[src/rtl/lbist_ctrl_multi.sv]
// Multi-chain logic-BIST controller: LFSR stimulus into N scan chains, MISR compaction of
// scan-out data, and a final signature compare (or readout) at the end of the run.
module lbist_ctrl_multi #(
   parameter int                N_CHAINS   = 8,
   parameter int                CHAIN_LEN  = 16,
   parameter int                N_PATTERNS = 1024,
   parameter int                LFSR_W     = 32,
   parameter logic [LFSR_W-1:0] LFSR_POLY  = LFSR_W'(32'h80200003),
   parameter logic [LFSR_W-1:0] LFSR_SEED  = LFSR_W'(32'h00000001),
   parameter int                MISR_W     = 32,
   parameter logic [MISR_W-1:0] MISR_POLY  = MISR_W'(32'h80200003),
   parameter logic [MISR_W-1:0] GOLDEN_SIG = MISR_W'(32'h0),
   localparam int               PC_W       = $clog2(N_PATTERNS + 1),
   localparam int               SC_W       = (CHAIN_LEN > 1) ? $clog2(CHAIN_LEN) : 1
) (
   input  logic                clk_i,
   input  logic                rst_i,
   input  logic                test_mode_i,
   input  logic                start_i,
   input  logic                readout_mode_i,
   input  logic [N_CHAINS-1:0] scan_out_i,
   output logic                scan_en_o,
   output logic [N_CHAINS-1:0] scan_in_o,
   output logic                capture_o,
   output logic                test_mode_tp_o,
   output logic                busy_o,
   output logic                test_over_o,
   output logic                go_nogo_o,
   output logic [MISR_W-1:0]   signature_o,
   output logic [PC_W-1:0]     pattern_cnt_o
);

   typedef enum logic [2:0] {
      S_IDLE, S_SEED, S_SHIFT, S_CAPTURE, S_UNLOAD, S_COMPARE, S_DONE
   } state_t;

   state_t            state_q, state_d;
   logic [LFSR_W-1:0] lfsr_q, lfsr_d, lfsr_step;
   logic [MISR_W-1:0] misr_q, misr_d, misr_step, scan_out_ext;
   logic [MISR_W-1:0] signature_q, signature_d;
   logic [SC_W-1:0]   shift_cnt_q, shift_cnt_d;
   logic [PC_W-1:0]   pattern_cnt_q, pattern_cnt_d;
   logic              scan_en_q, scan_en_d;
   logic              capture_q, capture_d;
   logic              busy_q, busy_d;
   logic              test_over_q, test_over_d;
   logic              go_nogo_q, go_nogo_d;
   logic              last_shift;

   always_comb begin
      scan_out_ext                 = '0;
      scan_out_ext[N_CHAINS-1:0]   = scan_out_i;
      lfsr_step  = (lfsr_q >> 1) ^ (lfsr_q[0] ? LFSR_POLY : '0);
      misr_step  = ((misr_q >> 1) ^ (misr_q[0] ? MISR_POLY : '0)) ^ scan_out_ext;
      last_shift = (shift_cnt_q == SC_W'(CHAIN_LEN - 1));
   end

   always_comb begin
      state_d       = state_q;
      lfsr_d        = lfsr_q;
      misr_d        = misr_q;
      shift_cnt_d   = shift_cnt_q;
      pattern_cnt_d = pattern_cnt_q;
      case (state_q)
         S_IDLE: begin
            if (start_i && test_mode_i) state_d = S_SEED;
         end
         S_SEED: begin
            lfsr_d        = LFSR_SEED;
            misr_d        = '0;
            shift_cnt_d   = '0;
            pattern_cnt_d = '0;
            state_d       = S_SHIFT;
         end
         S_SHIFT: begin
            lfsr_d      = lfsr_step;
            // The very first unload carries uninitialised chain contents, so it is not compacted.
            if (pattern_cnt_q != '0) misr_d = misr_step;
            shift_cnt_d = last_shift ? '0 : shift_cnt_q + SC_W'(1);
            if (last_shift) state_d = S_CAPTURE;
         end
         S_CAPTURE: begin
            pattern_cnt_d = pattern_cnt_q + PC_W'(1);
            state_d       = (pattern_cnt_d == PC_W'(N_PATTERNS)) ? S_UNLOAD : S_SHIFT;
         end
         S_UNLOAD: begin
            lfsr_d      = lfsr_step;
            misr_d      = misr_step;
            shift_cnt_d = last_shift ? '0 : shift_cnt_q + SC_W'(1);
            if (last_shift) state_d = S_COMPARE;
         end
         S_COMPARE: begin
            state_d = S_DONE;
         end
         S_DONE: begin
            if (!test_mode_i)  state_d = S_IDLE;
            else if (start_i)  state_d = S_SEED;
         end
         default: state_d = S_IDLE;
      endcase
      if (!test_mode_i && state_q != S_IDLE && state_q != S_DONE) state_d = S_IDLE;
   end

   // Strobes are registered from the next state so they line up exactly with state_q.
   always_comb begin
      scan_en_d   = (state_d == S_SHIFT) || (state_d == S_UNLOAD);
      capture_d   = (state_d == S_CAPTURE);
      busy_d      = (state_d != S_IDLE) && (state_d != S_DONE);
      test_over_d = (state_d == S_DONE);
      signature_d = signature_q;
      go_nogo_d   = 1'b0;
      if (state_q == S_COMPARE && state_d == S_DONE) begin
         signature_d = misr_q;
         go_nogo_d   = (misr_q == GOLDEN_SIG) && !readout_mode_i;
      end else if (state_d == S_DONE) begin
         go_nogo_d   = go_nogo_q;
      end
   end

   always_ff @(posedge clk_i) begin
      if (rst_i) begin
         state_q       <= S_IDLE;
         lfsr_q        <= LFSR_SEED;
         misr_q        <= '0;
         shift_cnt_q   <= '0;
         pattern_cnt_q <= '0;
         signature_q   <= '0;
         scan_en_q     <= 1'b0;
         capture_q     <= 1'b0;
         busy_q        <= 1'b0;
         test_over_q   <= 1'b0;
         go_nogo_q     <= 1'b0;
      end else begin
         state_q       <= state_d;
         lfsr_q        <= lfsr_d;
         misr_q        <= misr_d;
         shift_cnt_q   <= shift_cnt_d;
         pattern_cnt_q <= pattern_cnt_d;
         signature_q   <= signature_d;
         scan_en_q     <= scan_en_d;
         capture_q     <= capture_d;
         busy_q        <= busy_d;
         test_over_q   <= test_over_d;
         go_nogo_q     <= go_nogo_d;
      end
   end

   // Chain inputs are gated so the pins stay quiet outside shifting.
   assign scan_in_o      = scan_en_q ? lfsr_q[N_CHAINS-1:0] : '0;
   assign scan_en_o      = scan_en_q;
   assign capture_o      = capture_q;
   assign test_mode_tp_o = busy_q;
   assign busy_o         = busy_q;
   assign test_over_o    = test_over_q;
   assign go_nogo_o      = go_nogo_q;
   assign signature_o    = signature_q;
   assign pattern_cnt_o  = pattern_cnt_q;

endmodule

[config.mk]
export PLATFORM = sky130hd
export DESIGN_NAME = lbist_ctrl_multi
export DESIGN_NICKNAME = d
export VERILOG_FILES = /design/src/rtl/lbist_ctrl_multi.sv
export SDC_FILE = /design/constraint.sdc
export NUM_CORES = 1
export LEC_CHECK = 0
export CAP_MARGIN = 20
export CORE_AREA = 2 2 101 103
export DETAILED_ROUTE_END_ITERATION = 10
export DIE_AREA = 0 0 103 105
export PLACE_DENSITY = 0.74
export SYNTH_ARGS = -nofsm -noshare
export SYNTH_HDL_FRONTEND = slang
export SYNTH_SLANG_ARGS = --single-unit
[constraint.sdc]
create_clock -name clk_i -period 3.4 [get_ports clk_i]
set_input_delay 0.34 -clock clk_i [delete_from_list [all_inputs] [get_ports clk_i]]
set_output_delay 0.34 -clock clk_i [all_outputs]
set_load 0.02 [all_outputs]
==> results of run 1 <==
## power by group
part / internal [mW] / switching [mW] / total [mW]
Sequential: 1.41 / 0.0166 / 1.42
Clock: 1.30 / 0.620 / 1.92
Combinational: 0.0604 / 0.104 / 0.164
Total: 2.77 / 0.740 / 3.51
## registers in the layout, indices dropped and copies added, names as in the netlist
register	flops
busy_o	1
capture_o	1
go_nogo_o	1
lfsr_q	32
misr_q	32
pattern_cnt_o	11
scan_en_o	1
shift_cnt_q	4
signature_o	32
state_q	3
test_over_o	1
## logic make-up (layout without fill, tap and decap cells)
family | count (synthesis) | count (layout) | synth area share (%)
adder cells (fa/ha/maj) | 4 | 4 | 1.05
buffers and inverters | 49 | 116 | 4.05
multiplexers | 1 | 1 | 0.209
XOR/XNOR | 15 | 15 | 2.75
flip-flops | 119 | 119 | 49.8
AO/OA/AOI/OAI | 139 | 139 | 18.9
AND/OR/NAND/NOR | 245 | 245 | 23.2
## per-stage QoR
| step | setup slack, ns | area (um^2) | cells |
|---|---|---|---|
| final | 0.933 | 6200 | 772 |
| after global routing | 0.705 | 6200 | 772 |
| after CTS | 0.964 | 6170 | 771 |
| after detailed placement | 0.989 | 5530 | 739 |
| after global placement | 1.09 | 5530 | 739 |
| after floorplan | 1.41 | 4780 | 572 |
## cell usage in the layout (no fill, tap or decap), drive strengths merged, types with 2 or more instances in the layout
cell type      synthesis  layout
dfxtp                119     119
nand2                 88      88
nor2                  84      84
clkdlybuf4s50          0      68
a22oi                 63      63
a21oi                 54      54
clkbuf                35      20
nand3                 12      12
xor2                  12      12
nor4                  11      11
and2                   9       9
o21ai                  9       9
inv                    8       9
buf                    6       8
nor3                   7       7
nand2b                 6       6
nand3b                 6       6
nor2b                  6       6
bufinv                 0       5
ha                     4       4
or4                    4       4
clkinv                 0       4
xnor2                  3       3
or3                    3       3
or2                    2       2
a21o                   2       2
nor4b                  2       2
clkinvlp               0       2
nand4                  2       2
## metal layers
metal | part of all wire (%) | vias up | wire length (um) | global-route usage, %
met1 | 45 | 1917 | 4650 | 25.3
li1 | - | 2095 | - | -
met3 | 4.0 | 13 | 413 | 5.35
met5 | 0 | - | 0 | 0
met4 | 1.3 | 0 | 131 | 7.89
met2 | 50 | 89 | 5240 | 32.8
## layout make-up
class / instances / area, um^2 / area share (%)
flip-flops and latches: 119 / 2380 / 38.4
multi-input cells: 404 / 2220 / 35.8
repair buffers: 76 / 761 / 12.3
clock buffers: 20 / 445 / 7.18
clock inverters: 12 / 198 / 3.19
well taps: 133 / 166 / 2.68
inverters: 8 / 30.0 / 0.484
## how the worst max path moves through the flow
stage / to / cells after the start
6_report: lfsr_q[21] / 5
5_1_grt: lfsr_q[27] / 5
4_1_cts: lfsr_q[19] / 5
3_5_place_dp: lfsr_q[21] / 5
3_3_place_gp: lfsr_q[12] / 5
2_1_floorplan: scan_en_o / 7
## worst max-delay path: stages (launching register included)
cell and delay, ns:
dfxtp_1 0.78, xor2_1 0.35, nor2b_2 0.72, buf_4 0.34, a22oi_1 0.09, nor2_1 0.11
==> impl_metrics.json, run 1 <==
{
  "postLayoutCoreUtil_pct": 64.3,
  "grt_overflow": 0,
  "area_delta_synth_final_pct": 29.6,
  "numCtsBuffers": 17,
  "fin_crit_sh_pct": 72.6,
  "max_freq_ghz": 0.405,
  "max_cap_viol_count": 0,
  "setup_viol": 0,
  "ys_top_cells_by_area": "dfxtp_1 50%, a22oi_1 9.9%, nand2_1 6.9%",
  "synthesis.nets": 589,
  "ir_drop_mv": 0.291,
  "holdCritStartpoint": "rst_i",
  "port-buffer-count": 69,
  "r2r.worst_path.cells": 5,
  "cts_buffer_depth": 2,
  "ys_ff_latch": 119,
  "syn_area_mm2": 0.00478,
  "fillers": 843,
  "start_util_pct": 49.6,
  "fp.coreArea_mm2": 0.00964,
  "startpoint": "state_q[1]",
  "vias": 4114,
  "cp-start-kind": "flip-flop",
  "leakage_nw": 2.18,
  "worstReg2RegStart": "state_q[1]",
  "synthArstFlopShare_pct": 0,
  "cts_sinks": 119,
  "total_power_mw": 3.51,
  "cp.required_ns": 3.86,
  "cp-end-kind": "flip-flop",
  "cts_resized": 0,
  "synth.distinct_cells": 43,
  "vias_per_cell": 5.33,
  "worst_slew_pin_slew_ns": 0.783,
  "avgRoutedWirePerCell_um": 13.5,
  "synth_largest_area_cell": "dfxtp_1",
  "yosysSeqAreaShare_pct": 49.8,
  "drcViolationCount": 0,
  "synth_edf_count": 0,
  "postCtsHoldBufs": 0,
  "slew_headroom_pct": 47.5,
  "synth.cells.most_frequent": "119 x dfxtp_1, 88 x nand2_1, 84 x nor2_1",
  "grt_pass1_wl_um": 17400,
  "drt_iter0_markers": 214,
  "hold_depth": 2,
  "drive_gt1_share_pct": 7.51,
  "dieArea_mm2": 0.0108,
  "cp_max_fo": 24,
  "ys_warn_count": 0,
  "cts_tree": "done",
  "tns_ns": 0,
  "criticalPathCategory": "flip-flop to flip-flop",
  "syn_avg_cell_area_um2": 8.36,
  "cts.htree.levels": 4,
  "gp_congestion": 0.868,
  "post_cts_buffers": 0,
  "rows": 36,
  "antenna_found_initial": 0,
  "r2r_end": "lfsr_q[21]",
  "root_buffer": "clkbuf_8",
  "outcome": "completed",
  "ioPinCount": 70,
  "power_density_mw_per_mm2": 566,
  "grt_max_degree": 120,
  "r2r_slack_ns": 0.93,
  "hold_violations": 0,
  "nNetsFinal": 643,
  "fin_skew_ns": 0.0163,
  "grt_pass1_vias": 3720,
  "fp.dieW_um": 103,
  "cp.arrival_ns": 2.92,
  "rsz0062_at_grt": "no",
  "clk_pin_slew_ns": 0.06,
  "finalMaxSlewViolations": 0,
  "hp-class": "primary input to flip-flop",
  "firstDrtPassIters": 6,
  "holdWs_ns": 0.117,
  "antenna_cells": 0,
  "synth_top_flop_cell": "dfxtp_1",
  "synthCells": 572,
  "yosysMostFrequentCell": "dfxtp_1",
  "dieHeight_um": 105,
  "wirelength_um": 10400,
  "grt_usage_pct": 20.2,
  "post-dp-hpwl_um": 6630,
  "period_minus_slack_ns": 2.47,
  "clock_latency_ns": 0.53,
  "antenna_left": 0,
  "worstHoldEndpoint": "lfsr_q[16]",
  "synth_top_area_share_pct": 49.8
}
(Power assumes the default switching activity.)
==> inputs of run 2 (changes only) <==
Clock period 3.4 ns to 2.6 ns, I/O delays scaled along.
==> run 2 against run 1 <==
Effect of this change:
- global-route usage is 0.20 points higher
- count of clock-buffer cells in the layout is 2 lower
- sequential power is 31% higher
- sequential cell count stayed put
- critical path type unchanged
==> impl_metrics.json, run 2 (same netlist as run 1, synthesis figures left out) <==
{
  "clk_pin_slew_ns": 0.06,
  "antenna_found_initial": 0,
  "antenna_cells": 0,
  "avgRoutedWirePerCell_um": 13.7,
  "ioPinCount": 70,
  "outcome": "completed",
  "finalMaxSlewViolations": 0,
  "rows": 36,
  "leakage_nw": 2.19,
  "firstDrtPassIters": 4,
  "cts.htree.levels": 4,
  "root_buffer": "clkbuf_8",
  "port-buffer-count": 69,
  "grt_max_degree": 79,
  "vias_per_cell": 5.38,
  "drcViolationCount": 0,
  "multi_input_area_mm2": 0.00222,
  "fin_skew_ns": 0.00704,
  "grt_usage_pct": 20.4,
  "grt_overflow": 0,
  "worst_slew_pin_slew_ns": 0.748,
  "ir_drop_mv": 0.419,
  "max_cap_viol_count": 0,
  "fillers": 835,
  "total_power_mw": 4.59,
  "post-dp-hpwl_um": 6810,
  "hp-class": "primary input to flip-flop",
  "final_common_cell": "dfxtp_1",
  "fp.coreArea_mm2": 0.00964,
  "numCtsBuffers": 17,
  "cp-start-kind": "flip-flop",
  "r2r_slack_ns": 0.50,
  "power_density_mw_per_mm2": 738,
  "vias": 4172,
  "tns_ns": 0,
  "cp_max_fo": 6,
  "hold_violations": 0,
  "fin_crit_sh_pct": 80.7,
  "drive_gt1_share_pct": 8.09,
  "start_util_pct": 49.6,
  "cts_tree": "done",
  "grt_pass1_vias": 3914,
  "area_delta_synth_final_pct": 30.0,
  "grt_pass1_wl_um": 17900,
  "cts_resized": 0,
  "layout_common_cells": "119 x dfxtp_1, 88 x nand2_1, 82 x nor2_1",
  "cts_buffer_depth": 2,
  "cp.required_ns": 2.95,
  "criticalPathCategory": "flip-flop to flip-flop",
  "period_minus_slack_ns": 2.10,
  "regArea_mm2": 0.00238,
  "nNetsFinal": 647,
  "cp.arrival_ns": 2.45,
  "post_cts_buffers": 0,
  "rsz0062_at_grt": "no",
  "antenna_left": 0,
  "setup_viol": 0,
  "drt_iter0_markers": 187,
  "cp-end-kind": "flip-flop",
  "slew_headroom_pct": 50.1,
  "wirelength_um": 10600,
  "max_freq_ghz": 0.477,
  "fp.dieW_um": 103,
  "postCtsHoldBufs": 0,
  "dieArea_mm2": 0.0108,
  "dieHeight_um": 105,
  "clock_latency_ns": 0.51,
  "gp_congestion": 0.869,
  "cts_sinks": 119
}
-- run 2: cell types whose count changed in the layout (fill, tap and decap cells not counted), sizes merged --
cell      delta
clkinvlp     +1
inv          +2
clkinv       -1
clkbuf       -2
buf          +4
-- run 2: critical path: stages (launching register included) --
cell,delay [ns]
dfxtp_1,0.43
ha_1,0.30
nand3_1,0.12
or4_4,0.44
a311oi_2,0.26
o21a_2,0.21
nand3b_1,0.11
a21oi_1,0.07
-- run 2: final timing paths --
check,from,end,depth (start not counted)
worst max-delay path,pattern_cnt_o[1],scan_en_o,7
worst min-delay path,rst_i,lfsr_q[12],2
worst max register to register,pattern_cnt_o[1],scan_en_o,7
worst min register to register,signature_o[15],signature_o[15],2
-- run 2: cell type report --
cell class              instances  area share (%)
well taps                     133            2.68
flip-flops and latches        119            38.3
clock buffers                  18            6.72
clock inverters                14            3.56
multi-input cells             404            35.7
inverters                       8           0.483
repair buffers                 80            12.6
-- run 2: report_power, final --
group / switching (mW) / internal, mW
registers: 0.0175 / 1.84
logic: 0.144 / 0.0827
clock network: 0.843 / 1.66
-- run 2: per-stage QoR --
step / area (um^2) / utilization (%) / instances / setup slack (ns) / hold slack [ns]
3_3_place_gp: 5580 / 57.9 / 744 / 0.561 / 0.444
4_1_cts: 6220 / 64.5 / 776 / 0.501 / 0.293
3_5_place_dp: 5580 / 57.9 / 744 / 0.538 / 0.448
5_1_grt: 6220 / 64.5 / 776 / 0.312 / 0.330
2_1_floorplan: 4780 / - / 572 / 0.606 / 0.445
6_report: 6220 / 64.5 / 776 / 0.502 / 0.302
-- run 2: routing by layer --
layer / global-route usage, % / vias to the layer above / share of wire, % / wire [um]
met5: 0 / - / 0 / 0
met3: 4.68 / 12 / 4.2 / 442
met1: 26.0 / 1955 / 45 / 4810
li1: - / 2111 / - / -
met2: 33.5 / 94 / 50 / 5270
met4: 7.33 / 0 / 1.0 / 107
==> inputs of run 3 (changes only) <==
Clock period 2.6 ns to 2.1 ns, I/O delays scaled along.
==> run 3 against run 2 <==
Effect of this change:
- non-clock buffer count up 10
- setup slack worse by 0.40 ns
- total power grew 18%
- critical endpoint unchanged
- largest cell class unchanged
==> impl_metrics.json, run 3 (same netlist as run 1, synthesis figures left out) <==
{
  "outcome": "completed",
  "fin_crit_sh_pct": 95.3,
  "dieArea_mm2": 0.0108,
  "antenna_cells": 0,
  "period_minus_slack_ns": 2.00,
  "design_area_mm2": 0.00628,
  "port-buffer-count": 69,
  "antenna_left": 0,
  "max_cap_viol_count": 0,
  "cts_sinks": 119,
  "numCtsBuffers": 17,
  "cts_tree": "done",
  "fp.coreArea_mm2": 0.00964,
  "p_comb_share_pct": 5.4,
  "cp.required_ns": 2.47,
  "clock_latency_ns": 0.52,
  "final_common_cell": "dfxtp_1",
  "criticalPathCategory": "flip-flop to flip-flop",
  "max_freq_ghz": 0.500,
  "fin_skew_ns": 0.00926,
  "cts.htree.levels": 4,
  "drive_gt1_share_pct": 10.4,
  "leakage_nw": 2.24,
  "wirelength_um": 10900,
  "cp_slowest_cell": "or4_4",
  "rows": 36,
  "grt_pass1_wl_um": 17900,
  "start_util_pct": 49.6,
  "cp-end-kind": "flip-flop",
  "ir_drop_mv": 0.561,
  "avgRoutedWirePerCell_um": 13.9,
  "post-dp-hpwl_um": 7050,
  "setup_viol": 0,
  "grt_overflow": 0,
  "dieHeight_um": 105,
  "switching_share_pct": 21.8,
  "worst_slew_pin_slew_ns": 0.727,
  "area_delta_synth_final_pct": 31.3,
  "vias": 4203,
  "max_stage_delay_ns": 0.56,
  "crit_chain": "nand3_1 -> or4_4 -> a311oi_2 -> o21a_2 -> nand3b_1 -> a21oi_1",
  "grt_pass1_vias": 3837,
  "root_buffer": "clkbuf_8",
  "firstDrtPassIters": 5,
  "power_density_mw_per_mm2": 864,
  "cp-start-kind": "flip-flop",
  "rsz0062_at_grt": "no",
  "critPathBufInv": 0,
  "power_frac_seq_pct": 42.3,
  "cp_max_fo": 6,
  "slew_headroom_pct": 51.5,
  "ioPinCount": 70,
  "antenna_found_initial": 0,
  "grt_usage_pct": 20.9,
  "place_area_mm2": 0.00567,
  "layout_common_cells": "115 x dfxtp_1, 88 x nand2_1, 82 x nor2_1",
  "hp-class": "primary input to flip-flop",
  "hold_violations": 0,
  "drt_iter0_markers": 192,
  "drcViolationCount": 0,
  "gp_congestion": 0.853,
  "p_sw_mw": 1.18,
  "vias_per_cell": 5.36,
  "clk_pin_slew_ns": 0.06,
  "p_int_mw": 4.25,
  "cts_buffer_depth": 2,
  "cp.arrival_ns": 2.37,
  "fp.dieW_um": 103,
  "nNetsFinal": 657,
  "total_power_mw": 5.43,
  "grt_max_degree": 71,
  "finalMaxSlewViolations": 0,
  "tns_ns": 0,
  "cp_top_family": "simple AND/OR/NAND/NOR gates",
  "clkPwrFrac_pct": 52.3
}
## run 3: cell types whose count changed in the layout (fill, tap and decap cells not counted), sizes merged
| cell | previous run | this run |
|---|---|---|
| clkinvlp | 3 | 1 |
| bufinv | 5 | 2 |
| clkbuf | 18 | 23 |
| buf | 12 | 22 |
| inv | 11 | 9 |
## run 3: metal layers
metal  GRT usage [%]  vias up  share of wire (%)
met2            33.5       82                 49
met1            26.5     1988                 46
met5               0        -                  0
met3            6.02       14                3.5
met4            7.99        0                1.2
li1                -     2119                  -
## run 3: power groups by stage
stage | clock network [mW] | logic (mW) | registers (mW)
finish | 2.84 | 0.295 | 2.30
global route | 2.98 | 0.320 | 2.30
CTS | 2.88 | 0.293 | 2.30
detailed placement | 0 | 0.288 | 2.34
global placement | 0 | 0.284 | 2.34
floorplan | 0 | 0.191 | 2.34
## run 3: what timing repair did
action	in CTS	in global routing
resized for setup	3	5
setup endpoints to repair	28	27
endpoints found under the hold margin	0	0
setup buffers	0	0
hold buffers	0	0
## run 3: path summary, 6_finish.rpt
path,start,endpoint,slack (ns),cells after the start
max,pattern_cnt_o[6],scan_en_o,0.1,6
min,rst_i,lfsr_q[2],0.22,2
max reg2reg,pattern_cnt_o[6],scan_en_o,0.1,6
min reg2reg,signature_o[11],signature_o[11],0.45,2
## run 3: cell type report
| cell class | instances | area, um^2 |
|---|---|---|
| multi-input combinational | 404 | 2240 |
| fill | 836 | 3360 |
| inverter | 8 | 30.0 |
| clock buffer | 23 | 497 |
| sequential | 119 | 2390 |
| timing repair buffer | 90 | 871 |
| clock inverter | 7 | 91.3 |
| tap | 133 | 166 |
## run 3: metrics by stage
stage                     hold slack [ns]  utilization, %  std cells  setup WS (ns)
after floorplan                     0.445               -        572          0.106
after global placement              0.443            58.8        754        0.00862
after detailed placement            0.447            58.8        754        -0.0324
after CTS                           0.209            65.0        784         0.0313
after global routing                0.234            65.2        784        0.00789
final                               0.221            65.2        784         0.0996
